`src/rtl/sha256_msg_arbiter_if.sv`:
```
`default_nettype none
// ============================================================================
// Module   : sha256_msg_arbiter_if
// Brief    : Requester, preprocessor and digest signals of the shared
//            SHA-256 message arbiter.
// Revision : 1.0 - initial release
// ============================================================================
interface sha256_msg_arbiter_if #(
    parameter int NUM_REQ = 4
);
    localparam int IDX_W = $clog2(NUM_REQ);

    logic [NUM_REQ*8-1:0] req_byte;
    logic [NUM_REQ-1:0]   req_byte_valid;
    logic [NUM_REQ-1:0]   req_bytes_done;
    logic [NUM_REQ-1:0]   req_ready;
    logic [NUM_REQ-1:0]   req_digest_valid;
    logic [255:0]         digest_out;
    logic [7:0]           pp_byte;
    logic                 pp_byte_valid;
    logic                 pp_bytes_done;
    logic                 pp_ready_for_bytes;
    logic [255:0]         core_digest;
    logic                 core_digest_valid;
    logic [IDX_W-1:0]     owner;
    logic                 busy;
    logic                 err_spurious_digest;

    // Arbiter side
    modport slave (
        input  req_byte, req_byte_valid, req_bytes_done,
        input  pp_ready_for_bytes, core_digest, core_digest_valid,
        output req_ready, req_digest_valid, digest_out,
        output pp_byte, pp_byte_valid, pp_bytes_done,
        output owner, busy, err_spurious_digest
    );

    // Environment side (requesters plus SHA-256 back end)
    modport master (
        output req_byte, req_byte_valid, req_bytes_done,
        output pp_ready_for_bytes, core_digest, core_digest_valid,
        input  req_ready, req_digest_valid, digest_out,
        input  pp_byte, pp_byte_valid, pp_bytes_done,
        input  owner, busy, err_spurious_digest
    );
endinterface
`default_nettype wire

```
`src/rtl/sha256_msg_arbiter.sv`:
```
`default_nettype none
// ============================================================================
// Module   : sha256_msg_arbiter
// Brief    : Round-robin, whole-message arbiter sharing one SHA-256 pipeline
//            between NUM_REQ byte-stream requesters and returning digests.
// Revision : 1.0 - initial release
// ============================================================================
module sha256_msg_arbiter #(
    parameter int NUM_REQ = 4
) (
    input  wire logic           clk,
    input  wire logic           reset,
    sha256_msg_arbiter_if.slave bus
);
    localparam int IDX_W = $clog2(NUM_REQ);
    localparam logic [IDX_W:0]   c_num_req = (IDX_W+1)'(NUM_REQ);
    localparam logic [IDX_W-1:0] c_last    = IDX_W'(NUM_REQ - 1);

    typedef enum logic [1:0] {
        S_IDLE        = 2'd0,
        S_STREAM      = 2'd1,
        S_WAIT_DIGEST = 2'd2,
        S_DELIVER     = 2'd3
    } state_t;

    state_t           r_state;
    logic [IDX_W-1:0] r_owner;
    logic [IDX_W-1:0] r_rr_ptr;
    logic [255:0]     r_digest;
    logic             r_err;

    logic [7:0]         w_bytes [NUM_REQ];
    logic               w_stream;
    logic               w_own_valid;
    logic               w_xfer;
    logic               w_found;
    logic [IDX_W-1:0]   w_pick;
    logic [IDX_W:0]     w_idx;
    logic [NUM_REQ-1:0] w_ready;
    logic [NUM_REQ-1:0] w_dv;

    for (genvar gi = 0; gi < NUM_REQ; gi++) begin : g_unpack
        assign w_bytes[gi] = bus.req_byte[8*gi +: 8];
    end

    assign w_stream    = (r_state == S_STREAM);
    assign w_own_valid = w_stream & bus.req_byte_valid[r_owner];
    assign w_xfer      = w_own_valid & bus.pp_ready_for_bytes;

    // Scan from rr_ptr upwards with wrap; descending loop lets the nearest hit win.
    always_comb begin
        w_found = 1'b0;
        w_pick  = r_rr_ptr;
        w_idx   = '0;
        for (int k = NUM_REQ - 1; k >= 0; k--) begin
            w_idx = {1'b0, r_rr_ptr} + (IDX_W+1)'(k);
            if (w_idx >= c_num_req) begin
                w_idx = w_idx - c_num_req;
            end
            if (bus.req_byte_valid[w_idx[IDX_W-1:0]]) begin
                w_found = 1'b1;
                w_pick  = w_idx[IDX_W-1:0];
            end
        end
    end

    always_comb begin
        w_ready = '0;
        w_dv    = '0;
        for (int i = 0; i < NUM_REQ; i++) begin
            w_ready[i] = w_stream && (r_owner == IDX_W'(i)) && bus.pp_ready_for_bytes;
            w_dv[i]    = (r_state == S_DELIVER) && (r_owner == IDX_W'(i));
        end
    end

    always_ff @(posedge clk) begin
        if (reset) begin
            r_state  <= S_IDLE;
            r_owner  <= '0;
            r_rr_ptr <= '0;
            r_digest <= '0;
            r_err    <= 1'b0;
        end else begin
            if (bus.core_digest_valid && (r_state != S_WAIT_DIGEST)) begin
                r_err <= 1'b1;
            end
            case (r_state)
                S_IDLE: begin
                    if (w_found) begin
                        r_owner <= w_pick;
                        r_state <= S_STREAM;
                    end
                end
                S_STREAM: begin
                    if (w_xfer && bus.req_bytes_done[r_owner]) begin
                        r_state <= S_WAIT_DIGEST;
                    end
                end
                S_WAIT_DIGEST: begin
                    if (bus.core_digest_valid) begin
                        r_digest <= bus.core_digest;
                        r_rr_ptr <= (r_owner == c_last) ? '0 : r_owner + 1'b1;
                        r_state  <= S_DELIVER;
                    end
                end
                S_DELIVER: begin
                    r_state <= S_IDLE;
                end
                default: begin
                    r_state <= S_IDLE;
                end
            endcase
        end
    end

    assign bus.pp_byte             = w_stream ? w_bytes[r_owner] : 8'h00;
    assign bus.pp_byte_valid       = w_own_valid;
    assign bus.pp_bytes_done       = w_stream & bus.req_bytes_done[r_owner];
    assign bus.req_ready           = w_ready;
    assign bus.req_digest_valid    = w_dv;
    assign bus.digest_out          = r_digest;
    assign bus.owner               = r_owner;
    assign bus.busy                = (r_state != S_IDLE);
    assign bus.err_spurious_digest = r_err;

endmodule
`default_nettype wire

```
`src/flat_wrapper.sv`:
```
// flat-port wrapper written by rule: the top's interface ports become plain ports
module sha256_msg_arbiter_flat 
#(
    parameter int NUM_REQ = 4
)
  (clk, reset, bus_req_byte, bus_req_byte_valid, bus_req_bytes_done, bus_pp_ready_for_bytes, bus_core_digest, bus_core_digest_valid, bus_req_ready, bus_req_digest_valid, bus_digest_out, bus_pp_byte, bus_pp_byte_valid, bus_pp_bytes_done, bus_owner, bus_busy, bus_err_spurious_digest);
  sha256_msg_arbiter_if #(.NUM_REQ(NUM_REQ)) bus_i ();
  input  wire logic clk;
  input  wire logic reset;
  input wire logic [$bits(bus_i.req_byte)-1:0] bus_req_byte;
  input wire logic [$bits(bus_i.req_byte_valid)-1:0] bus_req_byte_valid;
  input wire logic [$bits(bus_i.req_bytes_done)-1:0] bus_req_bytes_done;
  input wire logic [$bits(bus_i.pp_ready_for_bytes)-1:0] bus_pp_ready_for_bytes;
  input wire logic [$bits(bus_i.core_digest)-1:0] bus_core_digest;
  input wire logic [$bits(bus_i.core_digest_valid)-1:0] bus_core_digest_valid;
  output wire logic [$bits(bus_i.req_ready)-1:0] bus_req_ready;
  output wire logic [$bits(bus_i.req_digest_valid)-1:0] bus_req_digest_valid;
  output wire logic [$bits(bus_i.digest_out)-1:0] bus_digest_out;
  output wire logic [$bits(bus_i.pp_byte)-1:0] bus_pp_byte;
  output wire logic [$bits(bus_i.pp_byte_valid)-1:0] bus_pp_byte_valid;
  output wire logic [$bits(bus_i.pp_bytes_done)-1:0] bus_pp_bytes_done;
  output wire logic [$bits(bus_i.owner)-1:0] bus_owner;
  output wire logic [$bits(bus_i.busy)-1:0] bus_busy;
  output wire logic [$bits(bus_i.err_spurious_digest)-1:0] bus_err_spurious_digest;
  assign bus_i.req_byte = bus_req_byte;
  assign bus_i.req_byte_valid = bus_req_byte_valid;
  assign bus_i.req_bytes_done = bus_req_bytes_done;
  assign bus_i.pp_ready_for_bytes = bus_pp_ready_for_bytes;
  assign bus_i.core_digest = bus_core_digest;
  assign bus_i.core_digest_valid = bus_core_digest_valid;
  assign bus_req_ready = bus_i.req_ready;
  assign bus_req_digest_valid = bus_i.req_digest_valid;
  assign bus_digest_out = bus_i.digest_out;
  assign bus_pp_byte = bus_i.pp_byte;
  assign bus_pp_byte_valid = bus_i.pp_byte_valid;
  assign bus_pp_bytes_done = bus_i.pp_bytes_done;
  assign bus_owner = bus_i.owner;
  assign bus_busy = bus_i.busy;
  assign bus_err_spurious_digest = bus_i.err_spurious_digest;
  sha256_msg_arbiter #(.NUM_REQ(NUM_REQ)) u_core (.clk(clk), .reset(reset), .bus(bus_i));
endmodule
```
`config.mk`:
```
export PLATFORM = sky130hd
export DESIGN_NAME = sha256_msg_arbiter_flat
export DESIGN_NICKNAME = d
export VERILOG_FILES = /design/src/rtl/sha256_msg_arbiter_if.sv /design/src/rtl/sha256_msg_arbiter.sv /design/src/flat_wrapper.sv
export SDC_FILE = /design/constraint.sdc
export NUM_CORES = 1
export LEC_CHECK = 0
export CORE_AREA = 2 2 227 229
export CTS_BUF_LIST = sky130_fd_sc_hd__clkbuf_2
export DETAILED_ROUTE_END_ITERATION = 8
export DIE_AREA = 0 0 229 231
export PLACE_DENSITY = 0.54
export SYNTH_ARGS = -nofsm -noshare
export SYNTH_HDL_FRONTEND = slang
export SYNTH_SLANG_ARGS = --single-unit
```
`constraint.sdc`:
```
create_clock -name clk -period 3.9 [get_ports clk]
set_clock_uncertainty 0.05 [all_clocks]
set_input_delay 0.78 -clock clk [delete_from_list [all_inputs] [get_ports clk]]
set_output_delay 0.78 -clock clk [all_outputs]
set_load 0.01 [all_outputs]
```
==> run metrics <==
post-detail-place hpwl between 20,000 and 30,000 um; post_cts resized 3; clk slew on worst S/H paths 0.09 ns; routed length per placed instance around 15 um; Crit-path slowest cell mux4_2; Slew Limit Fails 0; Crit Path Max Fanout 9; Synth area leaders dfxtp_1 (55%), nand2_1 (20%), a21oi_1 (14%); Yosys top cell area share between 50% and 60%; setup bufs post-CTS 0; deepest clock path buffer count 3; HP Start bus_core_digest[9]; Gate power share 28.1%; CTS tree built; gpl congestion roughly 0.88; final setup fails 0; cts hold-fix bufs 0; NumNets Final about 2,100; syn_area_per_cell between 7 and 8 um^2; cell breakdown of the critical path buf_4 -> mux4_2 -> and2_1 -> clkdlybuf4s50_1; CP arrival between 2 and 3 ns; static leakage 5.758 nW; reg2reg setup slack between 1.5 and 2 ns; area leader, netlist dfxtp_1; Die X 229 um; worst min path class primary input to register; total grt overflow 0; layout cell share with drive strength beyond 1 between 8 and 9%; total die area 52,900 um^2; # IOs roughly 580; Core ar. about 51,000 um^2; drt pass-1 iters 4; Slew headroom a little under half; vias in the first global route between 10,000 and 15,000; PortBufs ~580; Clk Latency, worst-skew pair 0.90 ns; TritonCTS Buffers 76; vias per inst ~4; Seq/Total Area, Yosys between 50% and 60%; fin crit period between 3 and 4 ns; Reg2Reg Launch Point u_core.r_state[0]; Final Hold Fails 0; nature of the critical path endpoint output pin; period utilisation layout about 90%; Synth Instances between 1,000 and 1,500; Residual DRC 0; Vias 10,230; total track usage around 14%; first-pass GRT wire length just under 60,000 um; Fmax 277.0 MHz; Sw Ratio between 30% and 40%; antenna-violating nets left 0; Setup TNS 0 ns; fin worst setup slack 0.2893 ns; Layout area overhead 76.06%; most instantiated cells after synthesis nand2_1 (517), a21oi_1 (264), dfxtp_1 (263); RSZ-0062 raised after global routing no; Initial Util 18.75%; Top FF cell, synth dfxtp_1; Die H between 200 and 250 um; R2R Path End u_core.bus.digest_out[79]; Synthesized Nets roughly 1,500; Overall Power 0.007165 W; Worst Hold Depth 3; kind of critical path register to output pin; worst hold endpoint u_core.bus.digest_out[9]; Yosys reg bits approximately 260; # clock sinks ~260; Iter 0 DRT Violations ~410; worst ir drop on vdd between 150 and 200 uV; Distinct cells, synth 26; Pint around 0.0049 W; Routed WL 38,260 um; Seq pwr share 44.0%; H-tree Lvls 3; Async S/R FF share, synth 0%; initial antenna violation count 3; Clk pwr share 27.9%; number of synthesized flops with an enable pin 0; CTS Root Cell clkbuf_2; most numerous cell in the Yosys netlist nand2_1; row count between 80 and 90; Psw about 0.0023 W; Synthesis Warnings 0; Worst Path Required 3.07 ns; WHS between 0.2 and 0.3 ns; reg2reg path depth 6; Startpoint Class register; DP Worst Slack 0.6520 ns; maxcap violations 0; max incr delay on CP ~0.56 ns; Worst-Margin Slew roughly 0.81 ns; Power Density between 400 and 500 nW/um^2; largest net degree at the start of global routing between 100 and 150; mapped cell area around 9500 um^2; status finished clean
-- kinds of logic (layout without fill, tap and decap cells) --
| kind of cell | count (synthesis) | count (layout) | share of synthesized area (%) |
|---|---|---|---|
| other | 0 | 1 | 0 |
| adder cells (fa/ha/maj) | 8 | 8 | 1.053 |
| buffers and inverters | 100 | 738 | 4.253 |
| flip-flops | 263 | 263 | 55.40 |
| AND/OR/NAND/NOR | 544 | 544 | 22.13 |
| AO/OA/AOI/OAI | 274 | 274 | 14.79 |
| multiplexers | 10 | 10 | 2.370 |
-- power groups by stage --
stage	registers (W)	logic (W)	clock network, W
6_report	0.00315	0.00202	0.00200
3_3_place_gp	0.00320	0.00203	0
4_1_cts	0.00316	0.00204	0.00216
2_1_floorplan	0.00333	0.000664	0
5_1_grt	0.00319	0.00218	0.00227
3_5_place_dp	0.00321	0.00204	0
-- registers in the layout (all words and copies together) (netlist names) --
name / count
u_core.bus.digest_out: 256
u_core.r_rr_ptr: 2
u_core.r_state: 2
u_core.bus.err_spurious_digest: 1
u_core.bus.owner: 2
-- metrics by stage --
| step | cell area (um^2) | utilization, % | instances |
|---|---|---|---|
| after global routing | 16730 | 33.01 | 2518 |
| final | 16730 | 33.01 | 2518 |
| after CTS | 16730 | 33.01 | 2517 |
| after floorplan | 9503 | - | 1199 |
| after global placement | 16080 | 31.73 | 2390 |
| after detailed placement | 16080 | 31.73 | 2390 |
-- layout by cell type (no fill, tap or decap), types with 8 or more instances in the layout --
master	count
dfxtp_1	261
inv_1	11
clkbuf_2	111
ha_1	8
clkinv_1	12
buf_12	10
buf_4	13
a21oi_1	264
clkdlybuf4s50_1	576
and2_1	14
mux4_2	10
nand2_1	516
-- how the worst max path moves through the flow --
stage                                      from           endpoint  slack (ns)  depth (start not counted)
after global routing        u_core.bus.owner[0]     bus_pp_byte[3]        0.03                          4
after CTS                   u_core.bus.owner[0]     bus_pp_byte[3]        0.02                          4
final                       u_core.bus.owner[0]     bus_pp_byte[3]        0.29                          4
after global placement    bus_req_byte_valid[0]  bus_pp_byte_valid        0.68                          4
after detailed placement  bus_req_byte_valid[3]  bus_pp_byte_valid        0.65                          4
after floorplan             u_core.bus.owner[0]     bus_pp_byte[0]        1.56                          3
-- metal layers --
metal,wire (um),vias to the layer above,GRT usage [%]
met5,21,-,0
met4,1048,4,6.717
met3,3235,74,4.842
met2,19150,403,24.45
met1,14810,4662,14.89
li1,-,5083,-
-- area by class of cell --
| type | count | area, um^2 |
|---|---|---|
| inverters | 11 | 41.29 |
| clock buffers | 111 | 555.5 |
| fillers | 5409 | 33950 |
| multi-input cells | 836 | 3844 |
| diodes | 1 | 2.502 |
| repair buffers | 600 | 6077 |
| clock inverters | 16 | 90.09 |
| well taps | 680 | 850.8 |
| flip-flops and latches | 263 | 5270 |
-- worst max-delay path, delay by kind of cell, from the launching register on --
kind / cells / cell delay (ns)
multiplexers: 1 / 0.56
AND/OR/NAND/NOR: 1 / 0.18
buffers and inverters: 2 / 0.69
flip-flops: 1 / 0.43
Power figures use the tool's default switching activity.
